File: config.mk
export PLATFORM = sky130hd
export DESIGN_NAME = descriptor_writeback
export DESIGN_NICKNAME = d
export VERILOG_FILES = /design/src/rtl/descriptor_writeback.sv
export SDC_FILE = /design/constraint.sdc
export NUM_CORES = 1
export LEC_CHECK = 0
export CORE_MARGIN = 5
export CORE_UTILIZATION = 40
export CTS_BUF_LIST = sky130_fd_sc_hd__clkbuf_8
export DETAILED_ROUTE_END_ITERATION = 8
export PLACE_DENSITY = 0.68
export SYNTH_ARGS = -nofsm -noshare
export SYNTH_HDL_FRONTEND = slang
export SYNTH_SLANG_ARGS = --single-unit
File: constraint.sdc
create_clock -name clk -period 2.9 [get_ports clk]
set_input_delay 0.29 -clock clk [delete_from_list [all_inputs] [get_ports clk]]
set_output_delay 0.29 -clock clk [all_outputs]
set_load 0.02 [all_outputs]
File: src/rtl/descriptor_writeback.sv
// Commits a 3-word descriptor to word-addressed RAM as consecutive writes at
// base, base+STEP, base+2*STEP, with RAM-side stall and a one-cycle done pulse.
module descriptor_writeback #(
  parameter int unsigned ADDR_WIDTH = 64,
  parameter int unsigned WORD_WIDTH = 32,
  parameter int unsigned ADDR_STEP  = 4
) (
  input  logic                    clk,
  input  logic                    reset,
  input  logic                    start,
  input  logic [ADDR_WIDTH-1:0]   address,
  input  logic [3*WORD_WIDTH-1:0] descriptor,
  input  logic                    ram_ready,
  output logic                    ram_write_enable,
  output logic [ADDR_WIDTH-1:0]   ram_address,
  output logic [WORD_WIDTH-1:0]   ram_data,
  output logic                    write_busy,
  output logic                    write_done
);

  typedef enum logic [4:0] {
    S_IDLE = 5'b00001,
    S_FST  = 5'b00010,
    S_SND  = 5'b00100,
    S_TRD  = 5'b01000,
    S_DONE = 5'b10000
  } state_t;

  state_t                  r_state;
  state_t                  w_next;
  logic [ADDR_WIDTH-1:0]   r_base;
  logic [3*WORD_WIDTH-1:0] r_desc;

  always_ff @(posedge clk) begin
    if (reset) begin
      r_state <= S_IDLE;
      r_base  <= '0;
      r_desc  <= '0;
    end else begin
      r_state <= w_next;
      if (r_state == S_IDLE && start) begin
        r_base <= address;
        r_desc <= descriptor;
      end
    end
  end

  // Any non-one-hot encoding falls through to IDLE.
  always_comb begin
    w_next = S_IDLE;
    case (r_state)
      S_IDLE: w_next = start ? S_FST : S_IDLE;
      S_FST:  w_next = ram_ready ? S_SND : S_FST;
      S_SND:  w_next = ram_ready ? S_TRD : S_SND;
      S_TRD:  w_next = ram_ready ? S_DONE : S_TRD;
      S_DONE: w_next = S_IDLE;
      default: w_next = S_IDLE;
    endcase
  end

  // Outputs decode only from registered state, so a stall holds them stable.
  always_comb begin
    ram_write_enable = 1'b0;
    ram_address      = '0;
    ram_data         = '0;
    write_busy       = 1'b0;
    write_done       = 1'b0;
    case (r_state)
      S_FST: begin
        ram_write_enable = 1'b1;
        ram_address      = r_base;
        ram_data         = r_desc[WORD_WIDTH-1:0];
        write_busy       = 1'b1;
      end
      S_SND: begin
        ram_write_enable = 1'b1;
        ram_address      = r_base + ADDR_WIDTH'(ADDR_STEP);
        ram_data         = r_desc[2*WORD_WIDTH-1:WORD_WIDTH];
        write_busy       = 1'b1;
      end
      S_TRD: begin
        ram_write_enable = 1'b1;
        ram_address      = r_base + ADDR_WIDTH'(2 * ADDR_STEP);
        ram_data         = r_desc[3*WORD_WIDTH-1:2*WORD_WIDTH];
        write_busy       = 1'b1;
      end
      S_DONE: begin
        write_busy = 1'b1;
        write_done = 1'b1;
      end
      default: ;
    endcase
  end

endmodule

==> results.md <==
* Sequential cell area fraction in the yosys report at 0.345
* Max-Cap Viols at 0
* Number of cells after detailed placement at 2081
* Total of warnings raised by yosys at 0
* Drt initial violations at 1318
* Critical Path Source Type: flop
* Data arrival time of the critical path at 2.70 ns
* Psw at 1.74 mW
* Setup slack at placement at -0.210 ns
* WS Path Type: flop to primary output
* Sum of overflow across all layers after global routing at 0
* Final worst path period need at 2.99 ns
* Detailed placer's ending HPWL at 33200 um
* Fraction of power spent switching nets at 0.326
* Post-DR vias/cell at 5.67
* Die Height at 165 um
* CTS root buffer: clkbuf_8
* F_max at 335 MHz
* Layout cells sized above 1 at 0.300
* Netlist area before placement at 0.00957 mm2
* Routed wire per std cell at 20.7 um
* Logic gate share of total power at 0.193
* Layout overhead on the synthesized area at 61.5%
* Detailed-router iteration count before antenna repair at 7
* CORE AREA at 0.0235 mm2
* Die outline area at 0.0271 mm2
* Sinks on the clock net at 165
* Final TNS setup at -0.399 ns
* Clock transition time at the flip-flop clock pins of the worst setup and hold paths at 0.12 ns
* Number of top-level pins at 263
* Standby leakage power at 6.98 nW
* H-Tree Depth at 4
* Count of final setup violators at 9
* Required @ worst endpoint at 2.61 ns
* Max-slew violation count at 0
* Cell area after layout at 0.0155 mm2
* VDD IR-drop max at 0.000366 V
* Hold slack at 0.333 ns
* Cell row count at 56
* Initial standard-cell utilization of the core at 0.407
* Layout Skew at 0.0260 ns
* Fill cells at 2190
* Inserted Diodes at 0
* Failing checks: negative setup slack
* Number of distinct library cell variants in the gate-level netlist after synthesis at 84
* End-of-flow core utilization at 0.657
* Number of design rule violations left after detail routing at 0
* Number of global-route vias before repair at 11699
* CTS Buffer Depth at 2
* Slack of the critical path at -0.0855 ns
* IO Port Bufs at 262
* Number of nets with antenna violations after detailed routing at 0
* Pin count of the biggest net entering global routing at 121
* Post-synthesis register bit count at 165
* Transition at the pin with the smallest max-transition slack at 0.570 ns
* Final routed wirelength across all metal layers at 44500 um
* Result of the run: complete, but fails checks
* Wire length of the first global-routing pass at 66200 um
* Synthesized area divided by synthesized cell count at 6.98 um2
* P_int at 3.60 mW
* Total nets after synthesis at 1537
* Dominant register cell in the synthesized netlist: dfxtp_1
* Element type at the critical path end: primary output
* CTS hold repair buffers at 0
* Layout Cells excl Fill at 2145
* Share of total power in the clock network at 0.331
* Most common cell after layout, fill and taps aside: nand2_1
* Largest fanout of any net on the critical path at 6
* Most frequent cells in the layout: nand2_1 (372), buf_4 (258), a21oi_1 (206)
* Weighted congestion at the end of routability-driven global placement at 1.00
* Total Power Consumption at 5.34 mW
* Path category of the worst min-delay check: input port to flop
* Final-stage net count at 1979
* Number of antenna violations at the first check in global routing at 0
* Clock buffers created by TritonCTS at 17
* Clock latency of the later-clocked register in the worst-skew pair at 0.49 ns
* Post-synthesis async set-or-reset flop share at 0
* Post-synthesis instance total at 1371
* Final-report hold violation count at 0
* Width of the die at 165 um
* CTS tree: yes
* Power per cell area at 345 mW/mm2
* Part of the total power dissipated in sequential elements at 0.475
* Placed Area at 0.0140 mm2
* Unrepaired setup endpoints after global routing: yes
* Slew margin rel. at 0.618
* Post-synth EDFFs at 0
* All-Layer GR Usage at 0.313
* Portion of the clock cycle consumed by the worst path in the final layout at 1.03
* Vias post-DR at 12166
-- worst max-delay path, stage by stage (launching register included) --
cell and delay, ns:
dfxtp_4 0.39, nand4_4 0.16, or4_4 0.61, buf_6 0.15
nor3_4 0.17, buf_6 0.13, a31oi_4 0.08, o31ai_2 0.29
o21ai_2 0.11, buf_6 0.14
-- final timing paths --
| kind | startpoint | end | slack, ns | cells after the start |
|---|---|---|---|---|
| max | r_base[19]$_SDFFE_PP0P_ | ram_address[50] | -0.09 | 9 |
| min | address[44] | r_base[44]$_SDFFE_PP0P_ | 0.33 | 3 |
| max reg2reg | r_state[4]$_SDFF_PP0_ | r_base[14]$_SDFFE_PP0P_ | 0.93 | 6 |
| min reg2reg | r_base[1]$_SDFFE_PP0P_ | r_base[1]$_SDFFE_PP0P_ | 0.46 | 2 |
-- area by class of cell --
| type | instances | area [um2] | share of cell area |
|---|---|---|---|
| multi-input combinational | 1044 | 6240 | 0.404 |
| inverter | 43 | 164 | 0.0106 |
| timing repair buffer | 542 | 4850 | 0.314 |
| tap | 319 | 399 | 0.0258 |
| clock inverter | 14 | 155 | 0.0100 |
| clock buffer | 18 | 248 | 0.0160 |
| sequential | 165 | 3400 | 0.220 |
-- power groups by stage --
stage / Clock [mW] / Combinational [mW] / Sequential, mW
after floorplan: 0 / 0.475 / 2.55
after global placement: 0 / 0.991 / 2.57
after detailed placement: 0 / 0.999 / 2.58
after CTS: 1.79 / 1.00 / 2.53
after global routing: 1.87 / 1.12 / 2.55
final: 1.77 / 1.03 / 2.54
-- per-layer routing --
metal | up-vias | global-route usage | part of all wire
met3 | 119 | 0.0686 | 0.095
met2 | 641 | 0.518 | 0.47
met1 | 5655 | 0.405 | 0.40
met4 | 0 | 0.104 | 0.034
met5 | - | 0 | 0
li1 | 5751 | - | -
-- cell families (layout without fill, tap and decap cells) --
family | count (synthesis) | after routing | synth area share
simple gates | 643 | 643 | 0.315
compound gates | 391 | 391 | 0.252
flops | 165 | 165 | 0.345
buf+inv | 162 | 617 | 0.0779
xor+xnor | 4 | 4 | 0.00366
mux | 4 | 4 | 0.00418
fa+ha+maj | 2 | 2 | 0.00261
-- state kept, by name, summed over array words and instances, names as in the netlist --
register,cells
r_base,64
r_state,5
r_desc,96
-- synthesized netlist by cell type (all sizes together) (3+ instances only) --
library cell  number  area (um2)
o21ai             49         245
nor3              28         156
nor2b              4        25.0
a221oi             3        32.5
o41ai              3        26.3
a31oi             18         113
a222oi            32         320
a21boi             3        22.5
nand2            381        1430
nor2              63         236
or2                4        25.0
and3              20         125
a21oi            215        1080
nand2b             4        25.0
nor4              15         109
nand4             45         333
o21bai             4        30.0
mux2i              4        40.0
and4               9        80.1
a211oi             5        42.5
xor2               4        35.0
or4                6        50.1
a311oi             7        61.3
o22ai              7        43.8
o31ai             12        90.1
clkbuf            88         345
inv               43         161
nand3             41         210
dfxtp            165        3300
a21o               5        37.5
and2               7        43.8
or3                3        25.0
o21a               3        22.5
buf               30         206
-- timing repair --
| action | CTS | global route |
|---|---|---|
| resized for setup | 337 | 199 |
| setup endpoints to repair | 97 | 89 |
| pin swaps | 31 | 46 |
| buffers inserted | 20 | 16 |
| cloned | 0 | 0 |
No activity file was read; power rests on OpenSTA's default activity.
